==> src/rtl/mc_ctrl_pkg.sv <==
// ============================================================================
// Module      : mc_ctrl_pkg
// Description : Shared types and constants for the multi-cycle CPU controller.
// Revision    : 1.0 - initial release
// ============================================================================
`default_nettype none

package mc_ctrl_pkg;

    typedef enum logic [3:0] {
        ST_FETCH  = 4'd0,
        ST_DECODE = 4'd1,
        ST_EXEC   = 4'd2,
        ST_MEM    = 4'd3,
        ST_WB     = 4'd4,
        ST_BRANCH = 4'd5,
        ST_JUMP   = 4'd6,
        ST_HALT   = 4'd7,
        ST_ERROR  = 4'd8
    } state_t;

    localparam logic [3:0] c_op_load  = 4'b0001;
    localparam logic [3:0] c_op_addi  = 4'b0111;
    localparam logic [3:0] c_op_store = 4'b1000;
    localparam logic [3:0] c_op_beq   = 4'b1001;
    localparam logic [3:0] c_op_bne   = 4'b1010;
    localparam logic [3:0] c_op_jump  = 4'b1110;
    localparam logic [3:0] c_op_halt  = 4'b1111;

    localparam logic [2:0] c_alu_op_0 = 3'd0;
    localparam logic [2:0] c_alu_add  = 3'd1;
    localparam logic [2:0] c_alu_sub  = 3'd2;
    localparam logic [2:0] c_alu_op_3 = 3'd3;
    localparam logic [2:0] c_alu_op_4 = 3'd4;
    localparam logic [2:0] c_alu_op_5 = 3'd5;
    localparam logic [2:0] c_alu_op_6 = 3'd6;
    localparam logic [2:0] c_alu_op_7 = 3'd7;

    typedef enum logic [1:0] {
        PC_SRC_ALU    = 2'd0,
        PC_SRC_ALUOUT = 2'd1,
        PC_SRC_JUMP   = 2'd2
    } pc_src_t;

    typedef enum logic [1:0] {
        SRC_B_RT     = 2'd0,
        SRC_B_ONE    = 2'd1,
        SRC_B_IMM    = 2'd2,
        SRC_B_BR_OFF = 2'd3
    } alu_src_b_t;

    typedef struct packed {
        logic rtype;
        logic load;
        logic addi;
        logic store;
        logic beq;
        logic bne;
        logic jump;
        logic halt;
    } op_class_t;

endpackage

`default_nettype wire

==> src/rtl/mc_op_decode.sv <==
// ============================================================================
// Module      : mc_op_decode
// Description : Opcode to one-hot instruction class plus R-type ALU operation.
// Revision    : 1.0 - initial release
// ============================================================================
`default_nettype none

module mc_op_decode
    import mc_ctrl_pkg::*;
(
    input  logic [3:0] op_code,
    output op_class_t  op_class,
    output logic [2:0] rtype_alu_op
);

    always_comb begin
        op_class = '0;
        unique case (op_code)
            c_op_load:  op_class.load  = 1'b1;
            c_op_addi:  op_class.addi  = 1'b1;
            c_op_store: op_class.store = 1'b1;
            c_op_beq:   op_class.beq   = 1'b1;
            c_op_bne:   op_class.bne   = 1'b1;
            c_op_jump:  op_class.jump  = 1'b1;
            c_op_halt:  op_class.halt  = 1'b1;
            default:    op_class.rtype = 1'b1;
        endcase
    end

    // Non-R-type opcodes fall through to add; the FSM ignores this value for them.
    always_comb begin
        rtype_alu_op = c_alu_add;
        case (op_code)
            4'b0010: rtype_alu_op = c_alu_sub;
            4'b0100: rtype_alu_op = c_alu_op_6;
            4'b0101: rtype_alu_op = c_alu_op_3;
            4'b0110: rtype_alu_op = c_alu_op_5;
            4'b1011: rtype_alu_op = c_alu_op_0;
            4'b1100: rtype_alu_op = c_alu_op_4;
            4'b1101: rtype_alu_op = c_alu_op_7;
            default: rtype_alu_op = c_alu_add;
        endcase
    end

endmodule

`default_nettype wire

==> src/rtl/multicycle_controller.sv <==
// ============================================================================
// Module      : multicycle_controller
// Description : Multi-cycle control FSM with memory handshake and watchdog.
// Revision    : 1.0 - initial release
// ============================================================================
`default_nettype none

module multicycle_controller
    import mc_ctrl_pkg::*;
#(
    parameter int MEM_TIMEOUT = 16,
    parameter int TCW         = 5
) (
    input  logic       clk,
    input  logic       rst_n,
    input  logic [3:0] op_code,
    input  logic       zero,
    input  logic       mem_ack,
    output logic       mem_req,
    output logic       mem_we,
    output logic       iord,
    output logic       ir_write,
    output logic       pc_write,
    output logic [1:0] pc_src,
    output logic       reg_write,
    output logic       reg_dst,
    output logic       mem_to_reg,
    output logic       alu_src_a,
    output logic [1:0] alu_src_b,
    output logic [2:0] alu_op,
    output logic       halted,
    output logic       bus_error,
    output logic [3:0] state_o
);

    localparam bit             c_wd_on    = (MEM_TIMEOUT != 0);
    localparam logic [TCW-1:0] c_wd_limit = c_wd_on ? TCW'(MEM_TIMEOUT - 1) : '0;
    localparam logic [TCW-1:0] c_wd_max   = '1;

    state_t         r_state;
    state_t         w_next_state;
    logic [TCW-1:0] r_wd_cnt;
    op_class_t      w_cls;
    logic [2:0]     w_rtype_op;
    logic           w_mem_state;
    logic           w_timeout;

    mc_op_decode u_op_decode (
        .op_code      (op_code),
        .op_class     (w_cls),
        .rtype_alu_op (w_rtype_op)
    );

    assign w_mem_state = (r_state == ST_FETCH) || (r_state == ST_MEM);
    // An ack in the final allowed cycle takes priority over the timeout.
    assign w_timeout   = c_wd_on && (r_wd_cnt == c_wd_limit) && !mem_ack;

    always_comb begin
        w_next_state = r_state;
        case (r_state)
            ST_FETCH: begin
                if (mem_ack)        w_next_state = ST_DECODE;
                else if (w_timeout) w_next_state = ST_ERROR;
            end
            ST_DECODE: begin
                if (w_cls.halt)                   w_next_state = ST_HALT;
                else if (w_cls.jump)              w_next_state = ST_JUMP;
                else if (w_cls.beq || w_cls.bne)  w_next_state = ST_BRANCH;
                else                              w_next_state = ST_EXEC;
            end
            ST_EXEC: begin
                if (w_cls.load || w_cls.store) w_next_state = ST_MEM;
                else                           w_next_state = ST_WB;
            end
            ST_MEM: begin
                if (mem_ack)        w_next_state = w_cls.store ? ST_FETCH : ST_WB;
                else if (w_timeout) w_next_state = ST_ERROR;
            end
            ST_WB:     w_next_state = ST_FETCH;
            ST_BRANCH: w_next_state = ST_FETCH;
            ST_JUMP:   w_next_state = ST_FETCH;
            ST_HALT:   w_next_state = ST_HALT;
            ST_ERROR:  w_next_state = ST_ERROR;
            default:   w_next_state = ST_ERROR;
        endcase
    end

    always_ff @(posedge clk or negedge rst_n) begin
        if (!rst_n) begin
            r_state <= ST_FETCH;
        end else begin
            r_state <= w_next_state;
        end
    end

    // Cleared on entry to a memory-wait state, saturating while the wait lasts.
    always_ff @(posedge clk or negedge rst_n) begin
        if (!rst_n) begin
            r_wd_cnt <= '0;
        end else if ((w_next_state != r_state) &&
                     ((w_next_state == ST_FETCH) || (w_next_state == ST_MEM))) begin
            r_wd_cnt <= '0;
        end else if (w_mem_state && !mem_ack && (r_wd_cnt != c_wd_max)) begin
            r_wd_cnt <= r_wd_cnt + TCW'(1);
        end
    end

    always_comb begin
        mem_req    = 1'b0;
        mem_we     = 1'b0;
        iord       = 1'b0;
        ir_write   = 1'b0;
        pc_write   = 1'b0;
        pc_src     = PC_SRC_ALU;
        reg_write  = 1'b0;
        reg_dst    = 1'b0;
        mem_to_reg = 1'b0;
        alu_src_a  = 1'b0;
        alu_src_b  = SRC_B_RT;
        alu_op     = c_alu_op_0;
        halted     = 1'b0;
        bus_error  = 1'b0;
        state_o    = 4'd0;
        if (rst_n) begin
            state_o = r_state;
            case (r_state)
                ST_FETCH: begin
                    mem_req   = 1'b1;
                    alu_src_b = SRC_B_ONE;
                    alu_op    = c_alu_add;
                    ir_write  = mem_ack;
                    pc_write  = mem_ack;
                end
                ST_DECODE: begin
                    alu_src_b = SRC_B_BR_OFF;
                    alu_op    = c_alu_add;
                end
                ST_EXEC: begin
                    alu_src_a = 1'b1;
                    if (w_cls.rtype) begin
                        alu_src_b = SRC_B_RT;
                        alu_op    = w_rtype_op;
                    end else begin
                        alu_src_b = SRC_B_IMM;
                        alu_op    = c_alu_add;
                    end
                end
                ST_MEM: begin
                    mem_req = 1'b1;
                    iord    = 1'b1;
                    mem_we  = w_cls.store;
                end
                ST_WB: begin
                    reg_write  = 1'b1;
                    reg_dst    = w_cls.rtype;
                    mem_to_reg = w_cls.load;
                end
                ST_BRANCH: begin
                    alu_src_a = 1'b1;
                    alu_src_b = SRC_B_RT;
                    alu_op    = c_alu_sub;
                    pc_src    = PC_SRC_ALUOUT;
                    pc_write  = (w_cls.beq && zero) || (w_cls.bne && !zero);
                end
                ST_JUMP: begin
                    pc_write = 1'b1;
                    pc_src   = PC_SRC_JUMP;
                end
                ST_HALT:  halted    = 1'b1;
                ST_ERROR: bus_error = 1'b1;
                default:  bus_error = 1'b1;
            endcase
        end
    end

endmodule

`default_nettype wire

==> config.mk <==
export PLATFORM = sky130hd
export DESIGN_NAME = multicycle_controller
export DESIGN_NICKNAME = d
export VERILOG_FILES = /design/src/rtl/mc_ctrl_pkg.sv /design/src/rtl/mc_op_decode.sv /design/src/rtl/multicycle_controller.sv
export SDC_FILE = /design/constraint.sdc
export NUM_CORES = 1
export LEC_CHECK = 0
export CAP_MARGIN = 20
export CELL_PAD_IN_SITES_DETAIL_PLACEMENT = 1
export CELL_PAD_IN_SITES_GLOBAL_PLACEMENT = 1
export CORE_ASPECT_RATIO = 0.8
export CORE_MARGIN = 2
export CORE_UTILIZATION = 30
export CTS_CLUSTER_SIZE = 20
export DETAILED_ROUTE_END_ITERATION = 8
export PLACE_DENSITY = 0.72
export SLEW_MARGIN = 20
export SYNTH_ARGS = -nofsm -noshare
export SYNTH_HDL_FRONTEND = slang
export SYNTH_HIERARCHICAL = 1
export SYNTH_SLANG_ARGS = --single-unit
==> constraint.sdc <==
create_clock -name clk -period 2 [get_ports clk]
set_input_delay 0.4 -clock clk [delete_from_list [all_inputs] [get_ports clk]]
set_output_delay 0.4 -clock clk [all_outputs]
set_load 0.02 [all_outputs]
==> flow_metrics.env <==
export IMPL_status="complete, but fails checks"
export IMPL_failed_checks="negative setup slack"
export IMPL_drive_above_1_share_pct=50.0
export IMPL_use_met1_pct=33.4
export IMPL_mostFrequentLayoutCell="buf_4"
export IMPL_cts_sinks=9
export IMPL_cp_arrival_ps=2170
export IMPL_gp_congestion=0.886
export IMPL_ctsHoldBuffers=0
export IMPL_min_period_ps=2010
export IMPL_gr_usage_all_layers_pct=25.5
export IMPL_drc_errors=0
export IMPL_avgRoutedWirePerCell_um=19.7
export IMPL_place_detailed_hpwl_mm=2.90
export IMPL_p_per_area_nw_per_um2=305
export IMPL_swShare_pct=27.0
export IMPL_die_area_um2=3750
export IMPL_drt_wl_total_mm=4.68
export IMPL_setup_violations=3
export IMPL_grt_first_pass_wirelength_mm=6.80
export IMPL_multi_input_area_um2=790
export IMPL_fillCellCount=383
export IMPL_floorplan_rows=18
export IMPL_grt_ovfl_total=0
export IMPL_pre_cts_ws_ps=-877
export IMPL_cts_inserted_buffers=3
export IMPL_crit_required_ps=2160
export IMPL_tightest_slew_ps=435
export IMPL_diodes=0
export IMPL_cp_cell_sequence="ha_2 > and3_4 > ha_1 > or3b_4 > a21oi_4 > nor4_4 > buf_4 > nor2_2"
export IMPL_use_met3_pct=5.47
export IMPL_die_height_um=55.2
export IMPL_tritoncts="yes"
export IMPL_p_int_mw=0.379
export IMPL_vias=1296
export IMPL_postRouteAntennaNets=0
export IMPL_syn_area_per_cell_um2=7.86
export IMPL_crit_type="reg -> reg"
export IMPL_grt_max_degree=15
export IMPL_power_frac_comb_pct=21.1
export IMPL_cp_slowest_cell="or3b_4"
export IMPL_min_path_type="in -> async"
export IMPL_core_area_um2=3110
export IMPL_nets=210
export IMPL_clockPowerShare_pct=41.9
export IMPL_start_kind="flip-flop"
export IMPL_drt_pass1_iterations=4
export IMPL_hold_slack_ps=356
export IMPL_fmaxAchievable_ghz=0.497
export IMPL_cp_max_fo=5
export IMPL_postSynthCellCount=125
export IMPL_clock_skew_ps=3.52
export IMPL_die_w_um=68.0
export IMPL_area_growth_pct=73.0
export IMPL_slowest_delay_ps=400
export IMPL_rsz0062_at_grt="true"
export IMPL_crit_path_end_kind="flip-flop"
export IMPL_antenna_found_initial=0
export IMPL_syn_cell_area_um2=982
export IMPL_cts_htree_levels=1
export IMPL_maxSlewHeadroom_pct=70.6
export IMPL_busiest_layer="met2"
export IMPL_yosys_warnings=6
export IMPL_cts_root_buf="clkbuf_8"
export IMPL_cts_clk_slew_worst_paths_ps=50
export IMPL_register_area_um2=228
export IMPL_worstSkewPairLatency_ps=240
export IMPL_place_port_buffers=29
export IMPL_period_share_pct=101
export IMPL_ir_drop_mv=0.379
export IMPL_synth_fp_nets=136
export IMPL_start_util_pct=31.6
export IMPL_path_buf_inv=1
export IMPL_grt_pass1_vias=1345
export IMPL_drv_slew=0
export IMPL_grt_util_met2_pct=43.0
export IMPL_drtIter0Drc=56
export IMPL_cap_viol_max_count=0
export IMPL_vias_per_cell=5.45
export IMPL_dp_cells=230
export IMPL_final_cell_mix="buf_4, nor2_1"
export IMPL_leakagePower_nw=0.797
export IMPL_worst_slack_ps=-10.4
export IMPL_clockBufferDepth=2
export IMPL_p_seq_share_pct=36.9
export IMPL_final_cells=238
export IMPL_cpLargestDelayFamily="simple AND/OR/NAND/NOR gates"
export IMPL_p_sw_mw=0.140
export IMPL_hold_viol_final=0
export IMPL_io_pins=30
==> area by class of cell <==
class / count / share of cell area (%)
multi-input combinational: 103 / 46.5
tap: 40 / 2.95
clock buffer: 4 / 2.65
inverter: 7 / 1.55
timing repair buffer: 75 / 33.0
sequential: 9 / 13.4
==> flip-flops by register name (all words and copies together), names as in the netlist <==
register  cells
r_state       4
r_wd_cnt      5
==> routing by layer <==
layer | up-vias | part of all wire [%]
li1 | 590 | -
met1 | 636 | 42
met2 | 58 | 49
met3 | 12 | 6.1
met4 | 0 | 2.4
met5 | - | 0
==> timing repair <==
item                                   in CTS  in global routing
setup endpoints to repair                  29                 20
setup buffers                               3                  1
pin swaps                                   5                  7
endpoints found under the hold margin       0                  0
gates resized for setup                    74                 37
==> worst paths after layout <==
kind	from	endpoint	slack, ps	cells past startpoint
worst max register to register	r_wd_cnt[1]	r_wd_cnt[3]	-10	8
worst min register to register	r_wd_cnt[2]	r_wd_cnt[2]	630	2
max in group asynchronous	rst_n	r_state[0]	1500	2
min in group clk	r_wd_cnt[2]	r_wd_cnt[2]	630	2
worst min-delay path	rst_n	r_wd_cnt[4]	360	2
worst max-delay path	r_wd_cnt[1]	r_wd_cnt[3]	-10	8
==> metrics by stage <==
stage,power [mW],setup TNS [ps],area [um2],utilization (%)
global placement,0.289,-14180,1600,51.5
finish,0.519,-14.7,1700,54.7
global route,0.545,-340,1700,54.7
CTS,0.498,-0.857,1670,53.8
floorplan,0.237,0,988,-
detailed placement,0.294,-15420,1600,51.5
==> power groups by stage <==
stage	sequential (mW)	clock, mW	combinational (mW)
final	0.192	0.218	0.110
after global routing	0.192	0.236	0.117
after CTS	0.191	0.210	0.0973
after detailed placement	0.193	0	0.101
after global placement	0.192	0	0.0970
after floorplan	0.192	0	0.0442
Note: power is estimated with default switching activity, not from simulation.
